File: src/rtl/pipeline_hazard_ctrl_if.sv
// Signal bundle between the ID/EX hazard sources and the hazard controller.
// The master side drives the decode/execute observations; the slave side returns pipeline controls.
interface pipeline_hazard_ctrl_if;
    logic [3:0] id_rs1;
    logic [3:0] id_rs2;
    logic [3:0] ex_rd;
    logic       ex_mem_read;
    logic       id_is_mul;
    logic       branch_taken;
    logic       halt_instr;
    logic       resume;
    logic       pc_write;
    logic       if_id_write;
    logic       if_id_flush;
    logic       id_ex_flush_n;
    logic       id_ex_load;
    logic [2:0] ctrl_state;
    logic [1:0] mul_cnt;

    modport master (
        output id_rs1, id_rs2, ex_rd, ex_mem_read, id_is_mul, branch_taken, halt_instr, resume,
        input  pc_write, if_id_write, if_id_flush, id_ex_flush_n, id_ex_load, ctrl_state, mul_cnt
    );

    modport slave (
        input  id_rs1, id_rs2, ex_rd, ex_mem_read, id_is_mul, branch_taken, halt_instr, resume,
        output pc_write, if_id_write, if_id_flush, id_ex_flush_n, id_ex_load, ctrl_state, mul_cnt
    );
endinterface

File: src/rtl/pipeline_hazard_ctrl.sv
// Five-state pipeline hazard controller: load-use stall, multiply freeze, branch flush and HALT.
// State is registered; controls are decoded combinationally so a hazard acts in the cycle it is seen.
module pipeline_hazard_ctrl (
    input  logic                  clk,
    input  logic                  rst,
    pipeline_hazard_ctrl_if.slave bus
);
    typedef enum logic [2:0] {
        S_RUN        = 3'd0,
        S_LOAD_STALL = 3'd1,
        S_MUL_WAIT   = 3'd2,
        S_BR_FLUSH   = 3'd3,
        S_HALTED     = 3'd4
    } state_t;

    state_t     state_r;
    state_t     state_nxt_s;
    logic [1:0] mul_cnt_r;
    logic [1:0] mul_cnt_nxt_s;
    logic       load_use_s;
    logic       pc_write_s;
    logic       if_id_write_s;
    logic       if_id_flush_s;
    logic       id_ex_flush_n_s;
    logic       id_ex_load_s;

    // Load-use detection; register 0 is hardwired and never a hazard.
    always_comb begin
        load_use_s = bus.ex_mem_read && (bus.ex_rd != 4'd0) &&
                     ((bus.ex_rd == bus.id_rs1) || (bus.ex_rd == bus.id_rs2));
    end

    // Next-state and control decode; the default arm serves RUN and the unused encodings 5-7.
    always_comb begin
        pc_write_s      = 1'b1;
        if_id_write_s   = 1'b1;
        if_id_flush_s   = 1'b0;
        id_ex_flush_n_s = 1'b1;
        id_ex_load_s    = 1'b1;
        state_nxt_s     = state_r;
        mul_cnt_nxt_s   = mul_cnt_r;
        case (state_r)
            S_BR_FLUSH: begin
                if_id_flush_s = 1'b1;
                state_nxt_s   = S_RUN;
            end
            S_LOAD_STALL: begin
                if (bus.branch_taken) begin
                    if_id_write_s   = 1'b0;
                    if_id_flush_s   = 1'b1;
                    id_ex_flush_n_s = 1'b0;
                    state_nxt_s     = S_BR_FLUSH;
                end else begin
                    state_nxt_s = S_RUN;
                end
            end
            S_MUL_WAIT: begin
                pc_write_s      = 1'b0;
                if_id_write_s   = 1'b0;
                id_ex_flush_n_s = 1'b0;
                // The <= also recovers from a corrupted zero count instead of wrapping to 3.
                if (mul_cnt_r <= 2'd1) begin
                    state_nxt_s   = S_RUN;
                    mul_cnt_nxt_s = 2'd0;
                end else begin
                    mul_cnt_nxt_s = mul_cnt_r - 2'd1;
                end
            end
            S_HALTED: begin
                pc_write_s      = 1'b0;
                if_id_write_s   = 1'b0;
                id_ex_flush_n_s = 1'b0;
                if (bus.resume) begin
                    state_nxt_s = S_RUN;
                end else begin
                    state_nxt_s = S_HALTED;
                end
            end
            default: begin
                if (bus.branch_taken) begin
                    if_id_write_s   = 1'b0;
                    if_id_flush_s   = 1'b1;
                    id_ex_flush_n_s = 1'b0;
                    state_nxt_s     = S_BR_FLUSH;
                end else if (load_use_s) begin
                    pc_write_s      = 1'b0;
                    if_id_write_s   = 1'b0;
                    id_ex_flush_n_s = 1'b0;
                    state_nxt_s     = S_LOAD_STALL;
                end else if (bus.id_is_mul) begin
                    mul_cnt_nxt_s = 2'd3;
                    state_nxt_s   = S_MUL_WAIT;
                end else if (bus.halt_instr) begin
                    pc_write_s    = 1'b0;
                    if_id_write_s = 1'b0;
                    state_nxt_s   = S_HALTED;
                end else begin
                    state_nxt_s = S_RUN;
                end
            end
        endcase
    end

    // State and multiply counter registers.
    always_ff @(posedge clk or posedge rst) begin
        if (rst) begin
            state_r   <= S_RUN;
            mul_cnt_r <= 2'd0;
        end else begin
            state_r   <= state_nxt_s;
            mul_cnt_r <= mul_cnt_nxt_s;
        end
    end

    // Reset overrides the decode so the pipeline is held flushed while rst is high.
    always_comb begin
        if (rst) begin
            bus.pc_write      = 1'b0;
            bus.if_id_write   = 1'b0;
            bus.if_id_flush   = 1'b1;
            bus.id_ex_flush_n = 1'b0;
            bus.id_ex_load    = 1'b0;
        end else begin
            bus.pc_write      = pc_write_s;
            bus.if_id_write   = if_id_write_s;
            bus.if_id_flush   = if_id_flush_s;
            bus.id_ex_flush_n = id_ex_flush_n_s;
            bus.id_ex_load    = id_ex_load_s;
        end
        bus.ctrl_state = state_r;
        bus.mul_cnt    = mul_cnt_r;
    end
endmodule

File: src/flat_wrapper.sv
// flat-port wrapper written by rule: the top's interface ports become plain ports
module pipeline_hazard_ctrl_flat 
  (clk, rst, bus_id_rs1, bus_id_rs2, bus_ex_rd, bus_ex_mem_read, bus_id_is_mul, bus_branch_taken, bus_halt_instr, bus_resume, bus_pc_write, bus_if_id_write, bus_if_id_flush, bus_id_ex_flush_n, bus_id_ex_load, bus_ctrl_state, bus_mul_cnt);
  pipeline_hazard_ctrl_if bus_i ();
  input  logic clk;
  input  logic rst;
  input wire logic [$bits(bus_i.id_rs1)-1:0] bus_id_rs1;
  input wire logic [$bits(bus_i.id_rs2)-1:0] bus_id_rs2;
  input wire logic [$bits(bus_i.ex_rd)-1:0] bus_ex_rd;
  input wire logic [$bits(bus_i.ex_mem_read)-1:0] bus_ex_mem_read;
  input wire logic [$bits(bus_i.id_is_mul)-1:0] bus_id_is_mul;
  input wire logic [$bits(bus_i.branch_taken)-1:0] bus_branch_taken;
  input wire logic [$bits(bus_i.halt_instr)-1:0] bus_halt_instr;
  input wire logic [$bits(bus_i.resume)-1:0] bus_resume;
  output wire logic [$bits(bus_i.pc_write)-1:0] bus_pc_write;
  output wire logic [$bits(bus_i.if_id_write)-1:0] bus_if_id_write;
  output wire logic [$bits(bus_i.if_id_flush)-1:0] bus_if_id_flush;
  output wire logic [$bits(bus_i.id_ex_flush_n)-1:0] bus_id_ex_flush_n;
  output wire logic [$bits(bus_i.id_ex_load)-1:0] bus_id_ex_load;
  output wire logic [$bits(bus_i.ctrl_state)-1:0] bus_ctrl_state;
  output wire logic [$bits(bus_i.mul_cnt)-1:0] bus_mul_cnt;
  assign bus_i.id_rs1 = bus_id_rs1;
  assign bus_i.id_rs2 = bus_id_rs2;
  assign bus_i.ex_rd = bus_ex_rd;
  assign bus_i.ex_mem_read = bus_ex_mem_read;
  assign bus_i.id_is_mul = bus_id_is_mul;
  assign bus_i.branch_taken = bus_branch_taken;
  assign bus_i.halt_instr = bus_halt_instr;
  assign bus_i.resume = bus_resume;
  assign bus_pc_write = bus_i.pc_write;
  assign bus_if_id_write = bus_i.if_id_write;
  assign bus_if_id_flush = bus_i.if_id_flush;
  assign bus_id_ex_flush_n = bus_i.id_ex_flush_n;
  assign bus_id_ex_load = bus_i.id_ex_load;
  assign bus_ctrl_state = bus_i.ctrl_state;
  assign bus_mul_cnt = bus_i.mul_cnt;
  pipeline_hazard_ctrl u_core (.clk(clk), .rst(rst), .bus(bus_i));
endmodule
File: config.mk
export PLATFORM = sky130hd
export DESIGN_NAME = pipeline_hazard_ctrl_flat
export DESIGN_NICKNAME = d
export VERILOG_FILES = /design/src/rtl/pipeline_hazard_ctrl_if.sv /design/src/rtl/pipeline_hazard_ctrl.sv /design/src/flat_wrapper.sv
export SDC_FILE = /design/constraint.sdc
export NUM_CORES = 1
export LEC_CHECK = 0
export ABC_AREA = 1
export CORE_MARGIN = 2
export CORE_UTILIZATION = 39
export CTS_BUF_LIST = sky130_fd_sc_hd__clkbuf_16
export CTS_CLUSTER_DIAMETER = 30
export CTS_CLUSTER_SIZE = 14
export DETAILED_ROUTE_END_ITERATION = 8
export PLACE_DENSITY = 0.77
export SLEW_MARGIN = 15
export SYNTH_ARGS = -nofsm -noshare
export SYNTH_HDL_FRONTEND = slang
export SYNTH_SLANG_ARGS = --single-unit
File: constraint.sdc
create_clock -name clk -period 1.5 [get_ports clk]
set_clock_uncertainty 0.05 [all_clocks]
set_input_delay 0.3 -clock clk [delete_from_list [all_inputs] [get_ports clk]]
set_output_delay 0.3 -clock clk [all_outputs]
set_load 0.05 [all_outputs]
==> results of run 1 <==
## repair_timing
action | in CTS
buffers inserted | 12
setup endpoints to repair | 8
hold buffers | 0
resized for setup | 63
pin swaps | 19
## stage by stage
step                      worst slack, ns  cells  instance area (sq um)  utilization  hold WS [ns]
after floorplan                    -0.230    104                    626            -         0.207
after CTS                          -0.303    181                   1390        0.956         0.322
after detailed placement           -0.707    165                   1140        0.785         0.532
after global placement             -0.640    165                   1140        0.785         0.511
## cell families after synthesis
logic type,after synthesis
AO/OA/AOI/OAI,8
buffers and inverters,23
AND/OR/NAND/NOR,68
flip-flops,5
==> results_dict.tcl, run 1 <==
set metrics [dict create \
    worst_endpoint "bus_if_id_write" \
    syn_inst 104 \
    synth_nets 123 \
    ys.flop_type "dfrtp_1" \
    cts_sinks 5 \
    io_buffers 28 \
    synth_top_cell_by_area "nand2_1" \
    worst-ep-kind "output port" \
    synthArstFlopShare 1.00 \
    cts_root_buf "clkbuf_16" \
    cts_max_level 1 \
    ys_ff_latch 5 \
    synth_top_area_share 0.274 \
    synth.yosys.warnings 0 \
    grt_max_degree 7 \
    die_w_microns 42.8 \
    synth_top_family_by_area "simple AND/OR/NAND/NOR gates" \
    fp.dieH_microns 42.8 \
    synth_area_leaders "nand2_1, dfrtp_1, inv_1" \
    synth.most_common_cell "nand2_1" \
    cts_buffers 3 \
    yosys.area_share.simple 0.557 \
    synth_compound_area_frac 0.0830 \
    outcome "did not finish" \
    synth_area_sq_um 588 \
    top_level_ports 29 \
    place_hpwl_mm 1.53 \
    row_count 14 \
    cts_buffer_depth 2 \
    synthXorXnorAreaFrac 0 \
    error "[ERROR DPL-0038] Utilization greater than 100%, impossible to legalize" \
    synthMuxAreaShare 0 \
    synthAdderAreaFrac 0 \
    synth_common_cells "nand2_1, inv_1, nor2_1" \
    ys_types 18 \
    gp_congestion 0.803 \
    yosysSeqAreaShare 0.213 \
    failed_stage "global routing (5_1_grt)" \
    synth_edf_count 0 \
    initial_core_util 0.404 \
    postSynthAreaPerCell_sq_um 5.65 \
]
==> run 2: changes to the inputs <==
CORE_AREA = 2 2 63 65   (was unset)
CORE_MARGIN = unset   (was 2)
CORE_UTILIZATION = unset   (was 39)
CTS_BUF_LIST = unset   (was sky130_fd_sc_hd__clkbuf_16)
CTS_CLUSTER_DIAMETER = unset   (was 30)
CTS_CLUSTER_SIZE = unset   (was 14)
DIE_AREA = 0 0 65 67   (was unset)
PLACE_DENSITY = unset   (was 0.77)
PLACE_DENSITY_LB_ADDON = 0.15   (was unset)
==> run 2 against run 1 <==
Synthesized cell count did not move; area after synthesis did not move; the flow now finishes, with violations (setup timing).
==> results_dict.tcl, run 2 <==
set metrics [dict create \
    n_antenna_cell 0 \
    violations "setup timing" \
    grt_pass1_wl_mm 3.08 \
    wl_met3_microns 119 \
    cp_common_cell "nand2_4" \
    cts_sinks 5 \
    ys_types 18 \
    synth_nets 123 \
    synth_area_leaders "nand2_1, dfrtp_1, inv_1" \
    synthArstFlopShare 1.00 \
    p_leak_nw 0.751 \
    drv_slew 0 \
    max-cap-violations 0 \
    grt_max_degree 7 \
    ys.flop_type "dfrtp_1" \
    place_hpwl_mm 1.48 \
    grt_usage 0.0892 \
    topRoutingLayerUsed "met3" \
    die_w_microns 65 \
    finalCritPeriodShare 1.18 \
    arrival_ns 1.42 \
    cts_buffers 3 \
    drt_wl_total_mm 1.86 \
    row_count 22 \
    dr.pass1.iters 3 \
    synth_area_sq_um 588 \
    final_util 0.391 \
    via_count 818 \
    slowest_stage "dfrtp_2" \
    peakVddDrop_mv 0.526 \
    power_density_nw_per_um2 1710 \
    worst_slew_pin_slew_ns 0.208 \
    top_level_ports 29 \
    drt-met1-wl_microns 724 \
    initial_core_util 0.163 \
    ant_nets 0 \
    fp.dieH_microns 67 \
    wl_met2_mm 1.02 \
    drc 0 \
    ys_ff_latch 5 \
    synth_edf_count 0 \
    finalCriticalPeriod_ns 1.77 \
    critPathCaptureType "output port" \
    critical_path_class "reg -> out" \
    min_path_type "in -> async" \
    max_freq_mhz 564 \
    overflow 0 \
    gp_congestion 0.755 \
    cp-start-kind "register" \
    finalSetupViolCount 4 \
    hold_violations 0 \
    area_delta_synth_final_pct 140 \
    syn_inst 104 \
    insertion_delay_ns 0.22 \
    worst_slack_ns -0.274 \
    largest_reg_flops 3 \
    synth_top_area_share 0.274 \
    floorplan.die_area_sq_um 4360 \
    antenna_found_initial 0 \
    core_area_sq_um 3610 \
    synth.yosys.warnings 0 \
    relSlewSlack 0.861 \
    cts_tree "done" \
    synth_top_cell_by_area "nand2_1" \
    final_cell_mix "nand2_1, buf_4, inv_2, nand2_2, buf_12" \
    rsz0062_at_grt "yes" \
    final_nets 184 \
    synth_common_cells "nand2_1, inv_1, nor2_1" \
    cp.required_ns 1.15 \
    cpLargestDelayFamily "simple AND/OR/NAND/NOR gates" \
    clk_pin_slew_ns 0.03 \
    final_cell_area_sq_um 1410 \
    ff_latch_area_sq_um 129 \
    slowest_delay_ns 0.44 \
    fillers 370 \
    path_cells "nor2_2, nand2_2, nand2_4, nor2_8, nand2_4, nand2_4, nor2_4, buf_12" \
    yosysSeqAreaShare 0.213 \
    drive_gt1_frac 0.610 \
    postSynthAreaPerCell_sq_um 5.65 \
    placed_area_sq_um 1170 \
    vias_per_cell 3.86 \
    cts_buffer_depth 2 \
    wl_per_cell_microns 8.78 \
    cts_max_level 1 \
    critical_path.max_fanout 4 \
    drt_iter0_drc 2 \
    path_buf_inv 1 \
    cts_root_buf "clkbuf_8" \
    layout.cells.most_common "nand2_1" \
    io_buffers 28 \
    outcome "finished, violations left" \
    grt_pass1_vias 798 \
    multi_input_area_sq_um 497 \
    synth.most_common_cell "nand2_1" \
]
-- run 2: kinds of logic after synthesis --
kind of cell / share of synthesized area
flip-flops: 0.213
AO/OA/AOI/OAI: 0.0830
buffers and inverters: 0.147
AND/OR/NAND/NOR: 0.557
-- run 2: area by class of cell --
cell class                      count  area share
Inverter                           23      0.0745
Tap cell                           48      0.0426
Sequential cell                     5      0.0914
Multi-Input combinational cell     76       0.352
Timing Repair Buffer               56       0.407
Clock buffer                        4      0.0319
-- run 2: layer usage --
metal	vias to the layer above	track usage
met5	-	0
met4	0	0
met3	0	0.0338
met2	17	0.179
met1	364	0.0922
li1	437	-
-- run 2: worst min-delay path: cells and delay by family --
family,cells,cell delay [ns]
buf+inv,3,0.60
-- run 2: path summary, 6_finish.rpt --
path                                                      startpoint                                   end  cells after the start  slack [ns]
worst max register to register  u_core.bus.ctrl_state[2]$_DFFE_PP0P_  u_core.bus.ctrl_state[1]$_DFFE_PP0P_                     10        0.11
worst max-delay path            u_core.bus.ctrl_state[0]$_DFFE_PP0P_                       bus_if_id_write                      8       -0.27
worst min register to register     u_core.bus.mul_cnt[0]$_DFFE_PP0P_     u_core.bus.mul_cnt[0]$_DFFE_PP0P_                      2        0.54
max in group asynchronous                                        rst  u_core.bus.ctrl_state[2]$_DFFE_PP0P_                      3        0.96
worst min-delay path                                             rst  u_core.bus.ctrl_state[0]$_DFFE_PP0P_                      3        0.31
min in group clk                                       bus_id_is_mul  u_core.bus.ctrl_state[2]$_DFFE_PP0P_                      4        0.44
-- run 2: report_power, final --
group	leakage [nW]	internal [W]	total (W)	switching [W]
logic	0.670	0.000893	0.00187	0.000977
clock network	0.0228	0.000182	0.000239	0.0000570
registers	0.0577	0.000203	0.000308	0.000105
-- run 2: metrics by stage --
step	setup slack, ns	cells	hold WS, ns	setup TNS (ns)	power, W
floorplan	-0.230	104	0.207	-0.718	0.00115
global placement	-0.642	196	0.525	-2.96	0.00187
detailed placement	-0.666	196	0.538	-3.00	0.00188
CTS	-0.280	211	0.314	-0.930	0.00240
global route	-0.343	212	0.331	-1.16	0.00256
finish	-0.274	212	0.311	-0.930	0.00242
-- run 2: what timing repair did --
item	CTS	global route
resized for setup	79	22
endpoints found under the setup margin	7	4
hold endpoints to repair	0	0
hold buffers	0	0
pin swaps	24	20
setup buffers	11	2
No activity file was read; power rests on OpenSTA's default activity.
